File: src/rtl/logic_gate_pkg.sv
// Shared constants for the logic-gate datapath and its built-in self-test:
// function-select encoding, self-test FSM states and the exhaustive vector set.
package logic_gate_pkg;

   typedef enum logic [2:0] {
      OP_AND   = 3'd0,
      OP_OR    = 3'd1,
      OP_NAND  = 3'd2,
      OP_NOR   = 3'd3,
      OP_XOR   = 3'd4,
      OP_XNOR  = 3'd5,
      OP_NOT_A = 3'd6,
      OP_BUF_A = 3'd7
   } op_e;

   typedef enum logic [1:0] {
      ST_IDLE  = 2'd0,
      ST_SWEEP = 2'd1,
      ST_DONE  = 2'd2
   } bist_state_e;

   localparam int unsigned BIST_VEC_CNT  = 32;
   localparam logic [4:0]  BIST_LAST_VEC = 5'(BIST_VEC_CNT - 1);

   // Truth table indexed by the vector itself {op, a, b}; one nibble per op,
   // kept deliberately separate from the gate_alu case statement.
   localparam logic [31:0] BIST_REF_LUT = 32'hC396_17E8;

   function automatic logic bist_ref_bit(input logic [4:0] vec);
      logic [31:0] lut_s;
      lut_s = BIST_REF_LUT;
      return lut_s[vec];
   endfunction

endpackage

File: src/rtl/gate_alu.sv
// Combinational per-lane logic function unit selected by op.
module gate_alu
   import logic_gate_pkg::*;
#(
   parameter int WIDTH = 8
) (
   input  logic [2:0]       op,
   input  logic [WIDTH-1:0] a,
   input  logic [WIDTH-1:0] b,
   output logic [WIDTH-1:0] y
);

   // lane-wise function select
   always_comb begin
      y = '0;
      case (op_e'(op))
         OP_AND:   y = a & b;
         OP_OR:    y = a | b;
         OP_NAND:  y = ~(a & b);
         OP_NOR:   y = ~(a | b);
         OP_XOR:   y = a ^ b;
         OP_XNOR:  y = ~(a ^ b);
         OP_NOT_A: y = ~a;
         OP_BUF_A: y = a;
         default:  y = '0;
      endcase
   end

endmodule

File: src/rtl/logic_gate_bist.sv
// Registered logic-gate unit with optional exhaustive self-test, compiled in
// only when LOGIC_GATE_BIST_EN is defined; otherwise the BIST ports are inert.
module logic_gate_bist
   import logic_gate_pkg::*;
#(
   parameter int WIDTH = 8
) (
   input  logic             clk,
   input  logic             rst_n,
   input  logic [WIDTH-1:0] a,
   input  logic [WIDTH-1:0] b,
   input  logic [2:0]       op,
   input  logic             in_valid,
   output logic             in_ready,
   output logic [WIDTH-1:0] y,
   output logic             out_valid,
   input  logic             bist_start,
   input  logic             bist_inv,
   output logic             bist_done,
   output logic             bist_pass,
   output logic [5:0]       bist_err_cnt
);

   logic [2:0]       alu_op_s;
   logic [WIDTH-1:0] alu_a_s;
   logic [WIDTH-1:0] alu_b_s;
   logic [WIDTH-1:0] alu_y_s;
   logic [WIDTH-1:0] dp_y_s;
   logic             xfer_s;
   logic [WIDTH-1:0] y_r;
   logic             out_valid_r;

   gate_alu #(.WIDTH(WIDTH)) u_gate_alu (
      .op (alu_op_s),
      .a  (alu_a_s),
      .b  (alu_b_s),
      .y  (alu_y_s)
   );

   // fault injection flips lane 0 for both user and self-test results
   always_comb begin
      dp_y_s    = alu_y_s;
      dp_y_s[0] = alu_y_s[0] ^ bist_inv;
   end

   assign xfer_s = in_valid & in_ready;

`ifdef LOGIC_GATE_BIST_EN
   bist_state_e      state_r;
   bist_state_e      state_nxt_s;
   logic             sweep_s;
   logic             start_s;
   logic [4:0]       vec_cnt_r;
   logic [WIDTH-1:0] chk_res_r;
   logic [WIDTH-1:0] chk_ref_r;
   logic             chk_pend_r;
   logic             chk_last_r;
   logic             fin_r;
   logic [5:0]       err_cnt_r;
   logic             done_r;
   logic             pass_r;

   assign sweep_s = (state_r == ST_SWEEP);
   assign start_s = bist_start & ~sweep_s;

   // FSM state register
   always_ff @(posedge clk or negedge rst_n) begin
      if (!rst_n) begin
         state_r <= ST_IDLE;
      end else begin
         state_r <= state_nxt_s;
      end
   end

   // FSM next state; SWEEP lasts exactly one cycle per vector
   always_comb begin
      state_nxt_s = state_r;
      case (state_r)
         ST_IDLE: begin
            if (bist_start) state_nxt_s = ST_SWEEP;
            else            state_nxt_s = ST_IDLE;
         end
         ST_SWEEP: begin
            if (vec_cnt_r == BIST_LAST_VEC) state_nxt_s = ST_DONE;
            else                            state_nxt_s = ST_SWEEP;
         end
         ST_DONE: begin
            if (bist_start) state_nxt_s = ST_SWEEP;
            else            state_nxt_s = ST_DONE;
         end
         default: state_nxt_s = ST_IDLE;
      endcase
   end

   // datapath operand select: vector counter owns the ALU during SWEEP
   always_comb begin
      alu_op_s = op;
      alu_a_s  = a;
      alu_b_s  = b;
      if (sweep_s) begin
         alu_op_s = vec_cnt_r[4:2];
         alu_a_s  = {WIDTH{vec_cnt_r[1]}};
         alu_b_s  = {WIDTH{vec_cnt_r[0]}};
      end else begin
         alu_op_s = op;
         alu_a_s  = a;
         alu_b_s  = b;
      end
   end

   assign in_ready = ~sweep_s;

   // vector counter and issue stage: capture result and reference together
   always_ff @(posedge clk or negedge rst_n) begin
      if (!rst_n) begin
         vec_cnt_r  <= 5'd0;
         chk_res_r  <= '0;
         chk_ref_r  <= '0;
         chk_pend_r <= 1'b0;
         chk_last_r <= 1'b0;
      end else if (start_s) begin
         vec_cnt_r  <= 5'd0;
         chk_pend_r <= 1'b0;
         chk_last_r <= 1'b0;
      end else if (sweep_s) begin
         chk_res_r  <= dp_y_s;
         chk_ref_r  <= {WIDTH{bist_ref_bit(vec_cnt_r)}};
         chk_pend_r <= 1'b1;
         chk_last_r <= (vec_cnt_r == BIST_LAST_VEC);
         vec_cnt_r  <= vec_cnt_r + 5'd1;
      end else begin
         chk_pend_r <= 1'b0;
         chk_last_r <= 1'b0;
      end
   end

   // compare stage and sticky status; done follows the final compare
   always_ff @(posedge clk or negedge rst_n) begin
      if (!rst_n) begin
         err_cnt_r <= 6'd0;
         fin_r     <= 1'b0;
         done_r    <= 1'b0;
         pass_r    <= 1'b0;
      end else if (start_s) begin
         err_cnt_r <= 6'd0;
         fin_r     <= 1'b0;
         done_r    <= 1'b0;
         pass_r    <= 1'b0;
      end else begin
         if (chk_pend_r && (chk_res_r != chk_ref_r)) begin
            err_cnt_r <= err_cnt_r + 6'd1;
         end
         fin_r <= chk_last_r;
         if (fin_r) begin
            done_r <= 1'b1;
            pass_r <= (err_cnt_r == 6'd0);
         end
      end
   end

   assign bist_done    = done_r;
   assign bist_pass    = pass_r;
   assign bist_err_cnt = err_cnt_r;
`else
   logic unused_s;

   assign alu_op_s     = op;
   assign alu_a_s      = a;
   assign alu_b_s      = b;
   assign in_ready     = 1'b1;
   assign bist_done    = 1'b0;
   assign bist_pass    = 1'b0;
   assign bist_err_cnt = 6'd0;
   assign unused_s     = &{1'b0, bist_start};
`endif

   // user result register: one-cycle latency, y holds between transfers
   always_ff @(posedge clk or negedge rst_n) begin
      if (!rst_n) begin
         y_r         <= '0;
         out_valid_r <= 1'b0;
      end else begin
         out_valid_r <= xfer_s;
         if (xfer_s) begin
            y_r <= dp_y_s;
         end
      end
   end

   assign y         = y_r;
   assign out_valid = out_valid_r;

endmodule

File: config.mk
export PLATFORM = sky130hd
export DESIGN_NAME = logic_gate_bist
export DESIGN_NICKNAME = d
export VERILOG_FILES = /design/src/rtl/logic_gate_pkg.sv /design/src/rtl/gate_alu.sv /design/src/rtl/logic_gate_bist.sv
export SDC_FILE = /design/constraint.sdc
export NUM_CORES = 1
export LEC_CHECK = 0
export CAP_MARGIN = 30
export CORE_ASPECT_RATIO = 1.75
export CORE_MARGIN = 2
export CORE_UTILIZATION = 40
export DETAILED_ROUTE_END_ITERATION = 16
export GPL_ROUTABILITY_DRIVEN = 0
export GPL_TIMING_DRIVEN = 0
export HOLD_SLACK_MARGIN = 0.03
export PLACE_DENSITY = 0.82
export SYNTH_ARGS = -nofsm -noshare
export SYNTH_HDL_FRONTEND = slang
export SYNTH_SLANG_ARGS = --single-unit
File: constraint.sdc
create_clock -name clk -period 1.2 [get_ports clk]
set_clock_uncertainty 0.2 [all_clocks]
set_input_delay 0.12 -clock clk [delete_from_list [all_inputs] [get_ports clk]]
set_output_delay 0.12 -clock clk [all_outputs]
set_load 0.03 [all_outputs]
# Yosys cells after proc, flatten, opt, wreduce, memory -nomap -nowiden
# Cells that the tools add are included.
# Widths: inputs -> output; s select.
dict set report classes {
  bitwise_logic 8
  eq_ne 7
  n_mux 1
  n_reduce_logical 1
}
# op count
set ops {}
lappend ops {{$pmux 8 s8} 1}
lappend ops {{$not 8->8} 4}
lappend ops {{$eq 3x3->1 const B} 4}
lappend ops {{$and 8x8->8} 1}
lappend ops {{$or 8x8->8} 1}
lappend ops {{$xor 8x8->8} 1}
lappend ops {{$eq 3x2->1 const B} 2}
lappend ops {{$eq 3x1->1 const B} 1}
lappend ops {{$logic_not 3->1} 1}
lappend ops {{$xor 1x1->1} 1}
dict set report totals {
  reg_bits 9
  output_inout_bits 18
  in_bits 24
  elab_cells 19
}

# Longest topological paths before layout
# Gate-level depths: netlist (run 1).
dict set report logic_depth {
  depth_word 4
  ltp_mapped 7
  ltp_nobuf 7
}

# Modules after synthesis
# A second synthesis (run 1) with hierarchy kept.
dict set report unflattened {
  hier_cells 146
  area_unflattened_um2 1281.2
}
# mod seq_area_each_um2 area_per_inst_um2 cells_each n_inst
set by_module_without_submodules {}
lappend by_module_without_submodules {gate_alu 0.0 847.1 115 1}
lappend by_module_without_submodules {logic_gate_bist 225.2 434.2 31 1}

# Least setup slack after synthesis (run 1)
# OpenSTA, ideal clock, no wires.
dict set report synth_timing {
  kind {input to register}
  start {input port a[0]}
  end {register y_r[0] (netlist: y[0])}
  t_arrival_ns 1.340
  cell_stages 6
  t_required_ns 0.865
  n_path_buf 0
  path_slack_ns -0.475
  cell_sequence {inv_1 > ha_1 > mux2_4 > mux4_2 > xnor2_1 > a21oi_1}
}
dict set report synth_between {
  elab_chain_cells 4
  word_cells_on_any_way 9
}
# element line
set synth_rtl {}
lappend synth_rtl {{start, declared} logic_gate_bist.sv:10} ;# input logic [WIDTH-1:0] a,
lappend synth_rtl {{$xor 8x8->8, or another cell as far along} {gate_alu.sv:21, gate_alu.sv:22}}
lappend synth_rtl {{$not 8->8 (on tied branches)} {gate_alu.sv:22, gate_alu.sv:19, gate_alu.sv:20}}
lappend synth_rtl {{$pmux 8 s8 (*)} gate_alu.sv:16} ;# case (op_e'(op))
lappend synth_rtl {{$xor 1x1->1 (*)} logic_gate_bist.sv:43} ;# dp_y_s[0] = alu_y_s[0] ^ bist_inv;
lappend synth_rtl {{end signal, assigned} logic_gate_bist.sv:185} ;# y_r <= dp_y_s;
lappend synth_rtl {{end, declared} logic_gate_bist.sv:30} ;# logic [WIDTH-1:0] y_r;
# Every way passes the cells marked *; elsewhere a longest branch is shown, timed or not.
# A chain may end at the register's enable or synchronous reset.

# Final worst setup path (run 1)
# Ends and elaborated chain as after synthesis.

==> run metrics, run 1 <==
status finished with violations; failing checks negative hold slack, negative setup slack; period utilization 1.25; Yosys reg bits 9; Hold WC Path Type input port to asynchronous set/reset pin; Post-Synth Adder-Cell Area 0.160; I/O pin cnt 42; FP Rows 26; number of synthesized flops with an enable pin 0; crit path launch type input port; GR Overflow Total 0; maxcap violations 0; Mapped Cells 152; Synth cell types 32; number of global-route vias before repair 1,298; Synth Warn # 0; CP max stage cell mux4_2; DRT Pass-1 Iters 4; largest net degree at the start of global routing 11; Core ar. 2960 µm²; Worst path top cell family by delay multiplexers; CTS H-Tree Depth 1; CP required 1.17 ns; DRT Wirelength 3380 µm; CTS tree built; Post-Synth Simple-Gate Area 0.0912; number of antenna violations at the first check in global routing 0; Critical R2R Capture y[7]$_DFFE_PN0P_; CTS root buffer clkbuf_8; Iteration-0 DRC Markers 46; Slew Viols, Final 0; Clock transition at path regs 0.04 ns; leading area contributor after synthesis dfrtp_1; critical path class input port to register; Synth Area in Compound Gates 0.183; Buffers on Ports 30; register area share after synthesis 0.180; largest cells by area after synthesis dfrtp_1 (18%), ha_1 (16%), mux2i_1 (9.6%); max incr delay on CP 0.49 ns; Routed Antenna Nets 0; Overall Global Routing Usage 0.200; Via density 5.30; clock sink count 9; final setup fails 2; placed insts 231; RSZ-0062 raised after global routing yes; R2R setup slack 0.25 ns; f_max 668 MHz; final-report hold violation count 9; top cells by count, synth inv_1 (23), ha_1 (16), mux2i_1 (12); Buf+Inv Stages, Crit Path 2; overall power 1.51 mW; worst reg-to-reg path cell count 1; Ant. Diodes 0; Synth Area in XOR/XNOR 0.0210; clock buffer count from CTS 3; Post-Layout Cell Count 242; area of the multi-input gates 1050 µm²; most frequent cell after synthesis inv_1; die width 46.2 µm; asr flop ratio synth 1.00; Post-synth top flop dfrtp_1; synthesis-to-layout area growth 57.6%; Leak 0.935 nW; drt drc 0; CP Max Fanout 3; detailed placement HPWL 2320 µm; first-pass GRT wire length 5380 µm; DR vias 1,283; hold slack -0.0335 ns; WL/cell 14.0 µm; Final WS setup -0.297 ns; Pwr Density 768 nW/µm²; critical path cell sequence buf_8 -> inv_4 -> ha_4 -> mux2_4 -> mux4_2 -> xnor2_2 -> a21oi_1; Synth Area per Inst 8.22 µm²; layout cells sized above 1 0.530; Longest Clk Path Bufs 2; mux cell area share after synthesis 0.192; Initial Utilization 0.422; FF+latch area 225 µm²; Peak supply drop 0.452 mV; final layout net count 241; Filler cells 220; die area 3600 µm²; crit end category register; CP Data Arrival Time 1.46 ns; Period minus WS final 1.50 ns; RR Startpoint y[7]$_DFFE_PN0P_; Die Ht 77.9 µm; worst-skew pair later-pin latency 0.24 ns; mapped cell area 1250 µm²; area share of the largest cell type after synthesis 0.180; largest family of logic cells by synthesized area multiplexers
cell families after synthesis:
group | after synthesis
XOR/XNOR | 3
flip-flops | 9
AO/OA/AOI/OAI | 37
multiplexers | 21
adder cells (fa/ha/maj) | 16
other | 2
buffers and inverters | 42
AND/OR/NAND/NOR | 22
worst max-delay path by stage:
stage	start	to	slack (ns)	cells past startpoint
2_1_floorplan	b[0]	y[0]$_DFFE_PN0P_	-0.40	6
3_3_place_gp	b[0]	y[0]$_DFFE_PN0P_	-1.12	7
3_5_place_dp	b[0]	y[0]$_DFFE_PN0P_	-1.14	7
4_1_cts	a[0]	y[0]$_DFFE_PN0P_	-0.27	7
5_1_grt	a[0]	y[0]$_DFFE_PN0P_	-0.37	7
6_report	a[0]	y[0]$_DFFE_PN0P_	-0.30	7
sequential cells by signal, indices dropped and copies added, names as in the netlist:
register / cells
y: 8
out_valid: 1
area by class of cell:
type	count	share of cell area
flip-flops and latches	9	0.114
clock buffers	4	0.0229
plain buffers	19	0.103
well taps	42	0.0267
inverters	23	0.0553
multi-input cells	108	0.535
repair buffers	37	0.142
report_power, final:
group	switching [mW]	total, mW	internal (mW)
clock network	0.128	0.361	0.232
logic	0.417	0.785	0.368
registers	0.0189	0.366	0.347
what timing repair did:
| action | CTS | global route |
|---|---|---|
| cloned | 2 | 0 |
| buffers inserted | 5 | 0 |
| pin swaps | 21 | 15 |
| hold endpoints to repair | 9 | 9 |
| endpoints found under the setup margin | 17 | 8 |
| resized for setup | 157 | 21 |
through the flow:
stage / area [µm²] / TNS, ns / setup slack, ns / util
after floorplan: 1430 / -0.921 / -0.401 / -
after global placement: 1780 / -7.40 / -1.12 / 0.602
after detailed placement: 1780 / -7.67 / -1.14 / 0.602
after CTS: 1960 / -0.274 / -0.274 / 0.662
after global routing: 1970 / -0.599 / -0.373 / 0.665
final: 1970 / -0.380 / -0.297 / 0.665
placed cells by master, fill, tap and decap left out, drive strengths merged:
master / n
a21oi: 8
mux2: 8
nand2b: 1
conb: 9
a32oi: 2
inv: 23
mux4: 1
o21ai: 10
clkbuf: 13
or3: 1
dfrtp: 9
nor4: 1
nor2: 6
ha: 16
mux2i: 12
clkdlybuf4s50: 2
o21a: 2
dlygate4sd2: 1
xnor2: 3
nand3b: 1
o211ai: 1
nand3: 1
nor3b: 3
a31oi: 1
a22oi: 2
o22ai: 6
a211oi: 3
clkdlybuf4s15: 2
a22o: 2
nand2: 5
nor2b: 3
buf: 42
routing by layer:
metal | track usage | vias up | wire (µm)
met5 | 0 | - | 0
met4 | 0.154 | 0 | 158
met3 | 0.0186 | 14 | 159
met2 | 0.350 | 53 | 1870
met1 | 0.194 | 614 | 1190
li1 | - | 602 | -
(Power assumes the default switching activity.)
==> run 2, diff against run 1 <==
Settings changed: DONT_BUFFER_PORTS from default to 1, PLACE_DENSITY 0.82 to 0.64.
==> run 2 against run 1 <==
  * The flow finishes with violations (negative setup slack)
  * First-iteration DRC count is 46% lower
  * Cell area is 16% lower
  * Non-clock buffer count down 30
  * Total power is 13% lower
  * Combinational power down 34%
  * Clock power shrank 5.8%
  * Sequential share of layout area is 2.2 points higher
  * Die area unchanged
  * Clock-buffer cell count unchanged
  * Critical path depth shrank 1
  * Register-to-register slack worse by 0.16 ns
==> run metrics, run 2 (synthesis gave the netlist of run 1 again) <==
status finished with violations (unchanged); failing checks negative setup slack (was negative hold slack, negative setup slack); f_max 703 MHz (was 668 MHz); number of global-route vias before repair 1,074 (was 1,298); Core ar. 2960 µm² (unchanged); layout cells sized above 1 0.312 (was 0.530); CP Max Fanout 2 (was 3); GR Overflow Total 0 (unchanged); critical path class input port to register (unchanged); CTS H-Tree Depth 1 (unchanged); maxcap violations 0 (unchanged); DRT Wirelength 2820 µm (was 3380 µm); die width 46.2 µm (unchanged); final-report hold violation count 0 (was 9); fin area 1650 µm² (was 1970 µm²); crit path launch type input port (unchanged); CP required 1.10 ns (was 1.17 ns); synthesis-to-layout area growth 31.9% (was 57.6%); CTS tree built (unchanged); DR vias 1,081 (was 1,283); Met3 Wirelength 141 µm (was 159 µm); clock buffer count from CTS 3 (unchanged); Pwr Density 801 nW/µm² (was 768 nW/µm²); I/O pin cnt 42 (unchanged); clock sink count 9 (unchanged); Placed Area 1480 µm² (was 1780 µm²); crit end category register (unchanged); Period minus WS final 1.42 ns (was 1.50 ns); Final WS setup -0.223 ns (was -0.297 ns); CTS root buffer clkbuf_8 (unchanged); DR WL met2 1600 µm (was 1870 µm); DRT Pass-1 Iters 4 (unchanged); FP Rows 26 (unchanged); Clock transition at path regs 0.04 ns (about the same); commonest non-fill, non-tap cell in the layout inv_1 (was buf_4); Overall Global Routing Usage 0.165 (was 0.200); first-pass GRT wire length 4600 µm (was 5380 µm); Slew Viols, Final 0 (unchanged); Hold WC Path Type input port to register (was input port to asynchronous set/reset pin); RSZ-0062 raised after global routing yes (unchanged); CP Data Arrival Time 1.32 ns (was 1.46 ns); period utilization 1.19 (was 1.25); worst-skew pair later-pin latency 0.23 ns (was 0.24 ns); hold slack 0.0338 ns (was -0.0335 ns); top layer reached by signal wires met4 (unchanged); Longest Clk Path Bufs 2 (unchanged); M1 WL 1040 µm (was 1190 µm); most frequent cells in the layout inv_1 (18), mux2i_1 (12), buf_4 (12), ha_1 (11) (was buf_4 (18), buf_2 (15), inv_2 (13), mux2i_1 (12), ha_4 (10)); final setup fails 7 (was 2); detailed placement HPWL 2250 µm (was 2320 µm); Buffers on Ports 0 (was 30); placed insts 201 (was 231); WL/cell 13.3 µm (was 14.0 µm); Iteration-0 DRC Markers 25 (was 46); final layout net count 211 (was 241); number of antenna violations at the first check in global routing 0 (unchanged); Initial Utilization 0.422 (unchanged); Peak supply drop 0.533 mV (was 0.452 mV); Die Ht 77.9 µm (unchanged); max reg flops 8 (unchanged); Via density 5.10 (was 5.30); Ant. Diodes 0 (unchanged); Post-Layout Cell Count 212 (was 242); largest net degree at the start of global routing 11 (unchanged); die area 3600 µm² (unchanged); Routed Antenna Nets 0 (unchanged); Leak 0.804 nW (was 0.935 nW); drt drc 0 (unchanged)
==> run 2: routing by layer <==
metal	track usage	vias to the layer above
met2	0.294	33
met5	0	-
met4	0.0800	0
li1	-	540
met3	0.0163	4
met1	0.178	504
==> run 2: path summary, 6_finish.rpt <==
path / slack (ns) / cells past startpoint / startpoint / to
min in group asynchronous: 0.04 / 1 / rst_n / y[4]$_DFFE_PN0P_
hold reg to reg: 0.49 / 2 / y[2]$_DFFE_PN0P_ / y[2]$_DFFE_PN0P_
setup / recovery: -0.22 / 6 / b[0] / y[0]$_DFFE_PN0P_
setup reg to reg: 0.09 / 1 / y[7]$_DFFE_PN0P_ / y[7]$_DFFE_PN0P_
max in group asynchronous: 0.49 / 1 / rst_n / y[1]$_DFFE_PN0P_
hold / removal: 0.03 / 3 / op[0] / y[1]$_DFFE_PN0P_
==> run 2: where the power goes <==
group | leakage (nW) | total [mW] | switching, mW | internal [mW]
clock network | 0.0228 | 0.340 | 0.110 | 0.231
logic | 0.674 | 0.518 | 0.250 | 0.267
registers | 0.108 | 0.460 | 0.114 | 0.346
==> run 2: repair_timing <==
action                                 in CTS  in global routing
pin swaps                                   1                  5
hold buffers                                3                  0
setup endpoints to repair                   5                  7
resized for setup                           2                 10
setup buffers                               0                  3
gates cloned                                0                  1
endpoints found under the hold margin      15                  0
==> run 2: metrics by stage <==
step	power (mW)	setup TNS [ns]	setup WS, ns	util
3_3_place_gp	0.904	-2.21	-0.471	0.501
3_5_place_dp	0.924	-2.38	-0.491	0.501
2_1_floorplan	0.855	-0.921	-0.401	-
6_report	1.32	-0.514	-0.223	0.556
5_1_grt	1.41	-0.879	-0.251	0.556
4_1_cts	1.29	-0.242	-0.226	0.529
==> run 2: worst max-delay path: stages <==
cell     delay [ns]
inv_12         0.01
ha_4           0.22
mux2_4         0.25
mux4_2         0.48
xnor2_2        0.17
a21oi_2        0.07
==> run 2: layout make-up <==
cell class,instances,area [µm²]
timing repair buffer,7,80.1
buffer,19,161
tap,42,52.6
sequential,9,225
inverter,23,101
fill,264,1310
clock buffer,4,45.0
multi-input combinational,108,981
==> run 3, diff against run 2 <==
Settings changed: PLACE_DENSITY 0.64 to 0.66.
Clock period 1.2 ns to 1.26 ns, I/O delays scaled along.
==> run 3 against run 2 <==
  * The flow still finishes with violations (negative setup slack)
  * Utilization shrank 2.3 points
  * Sequential share of layout area is 0.60 points higher
  * Final cell count shrank 1.9%
  * Register-to-register slack better by 0.05 ns
  * Largest power group unchanged
  * Non-clock buffer count is 4 lower
  * Combinational power down 9.8%
  * Worst hold slack got worse by 0.0010 ns
  * Sequential cell count unchanged
  * Sequential power is 4.6% lower
  * Routed wire length rose by 0.96%
  * First-iteration DRC count decreased by 36%
  * Critical path depth stayed put
==> run metrics, run 3 (synthesis gave the netlist of run 1 again) <==
final-report hold violation count 0 (unchanged); clock sink count 9 (unchanged); crit path launch type input port (unchanged); RSZ-0062 raised after global routing yes (unchanged); max incr delay on CP 0.48 ns (about the same); critical path class input port to register (unchanged); RR Startpoint y[4]$_DFFE_PN0P_ (was y[7]$_DFFE_PN0P_); R2R setup slack 0.14 ns (was 0.09 ns); critical path cell sequence inv_12 -> ha_4 -> mux2_4 -> mux4_2 -> xnor2_2 -> a21oi_2 (unchanged); Initial Utilization 0.422 (unchanged); fin area 1580 µm² (was 1650 µm²); CP Max Fanout 2 (unchanged); crit end category register (unchanged); overall power 1.24 mW (was 1.32 mW); Slew Viols, Final 0 (unchanged); CTS root buffer clkbuf_8 (unchanged); die area 3600 µm² (unchanged); worst reg-to-reg path cell count 1 (unchanged); worst-skew pair later-pin latency 0.24 ns (was 0.23 ns); f_max 699 MHz; Ant. Diodes 0 (unchanged); number of global-route vias before repair 1,082 (was 1,074); CP Data Arrival Time 1.34 ns (was 1.32 ns); Buf+Inv Stages, Crit Path 1 (unchanged); Routed Antenna Nets 0 (unchanged); Critical R2R Capture y[4]$_DFFE_PN0P_ (was y[7]$_DFFE_PN0P_); Core ar. 2960 µm² (unchanged); I/O pin cnt 42 (unchanged); CP required 1.17 ns (was 1.10 ns); Hold WC Path Type input port to register (unchanged); most frequent cells in the layout inv_1 (18), mux2i_1 (11), ha_1 (11) (was inv_1 (18), mux2i_1 (12), buf_4 (12), ha_1 (11)); DR vias 1,063 (was 1,081); number of antenna violations at the first check in global routing 0 (unchanged); die width 46.2 µm (unchanged); Worst path depth 6 (unchanged); CTS H-Tree Depth 1 (unchanged); drt drc 0 (unchanged); Period minus WS final 1.43 ns; synthesis-to-layout area growth 26.4% (was 31.9%); Via density 5.11 (was 5.10); final layout net count 207 (was 211); Leak 0.763 nW (was 0.804 nW); max reg flops 8 (unchanged); FP Rows 26 (unchanged); status finished with violations (unchanged); maxcap violations 0 (unchanged); detailed placement HPWL 2310 µm (was 2250 µm); layout cells sized above 1 0.289 (was 0.312); Buffers on Ports 0 (unchanged); Longest Clk Path Bufs 2 (unchanged); Placed Area 1480 µm² (unchanged); DRT Pass-1 Iters 5 (was 4); Worst path top cell family by delay multiplexers (unchanged); Hold Path Stages 3 (unchanged); Hold Startpoint op[0] (unchanged); Peak supply drop 0.436 mV (was 0.533 mV); CTS tree built (unchanged); Iteration-0 DRC Markers 16 (was 25); post-layout util 0.533 (was 0.556); crit path launch b[0] (unchanged); clock buffer count from CTS 3 (unchanged); Final WS setup -0.170 ns (was -0.223 ns); period utilization 1.14; failing checks negative setup slack (unchanged); end point of the critical path y[0]$_DFFE_PN0P_ (unchanged); CP max stage cell mux4_2 (unchanged); Die Ht 77.9 µm (unchanged); largest net degree at the start of global routing 11 (unchanged); Overall Global Routing Usage 0.166 (was 0.165); commonest non-fill, non-tap cell in the layout inv_1 (unchanged); Clock transition at path regs 0.04 ns (about the same); DRT Wirelength 2840 µm (was 2820 µm); WL/cell 13.7 µm (was 13.3 µm); first-pass GRT wire length 4490 µm (was 4600 µm); Pwr Density 789 nW/µm² (was 801 nW/µm²); final setup fails 1 (was 7); GR Overflow Total 0 (unchanged)
-- run 3: report_power, final --
part           switching (mW)  internal [mW]
sequential              0.110          0.329
clock                   0.118          0.221
combinational           0.230          0.237
-- run 3: what timing repair did --
item,4_1_cts,5_1_grt
hold buffers,3,0
buffers inserted,0,0
resized for setup,2,5
pin swaps,1,0
endpoints found under the setup margin,3,4
endpoints found under the hold margin,15,0
-- run 3: routing by layer --
metal  track usage  share of wire
met1         0.162           0.35
met2         0.296           0.57
met3        0.0372          0.063
met4        0.0914          0.021
met5             0              0
-- run 3: area by class of cell --
type	count	area, µm²
plain buffers	19	154
clock buffers	4	45.0
fillers	297	1380
inverters	23	101
multi-input cells	108	970
flip-flops and latches	9	225
well taps	42	52.6
repair buffers	3	30.0
-- run 3: stage by stage --
step	TNS, ns	hold slack [ns]	std cells	setup slack [ns]
floorplan	-0.509	-0.370	159	-0.347
global placement	-1.66	-0.369	201	-0.427
detailed placement	-1.97	-0.369	201	-0.458
CTS	-0.166	0.0392	208	-0.166
global route	-0.213	0.0517	208	-0.213
finish	-0.170	0.0328	208	-0.170
-- run 3: worst min path at each step --
stage,end,slack [ns]
after global placement,y[5]$_DFFE_PN0P_,-0.37
after detailed placement,y[1]$_DFFE_PN0P_,-0.37
after floorplan,out_valid$_DFF_PN0_,-0.37
after global routing,y[2]$_DFFE_PN0P_,0.05
after CTS,y[5]$_DFFE_PN0P_,0.04
final,y[2]$_DFFE_PN0P_,0.03
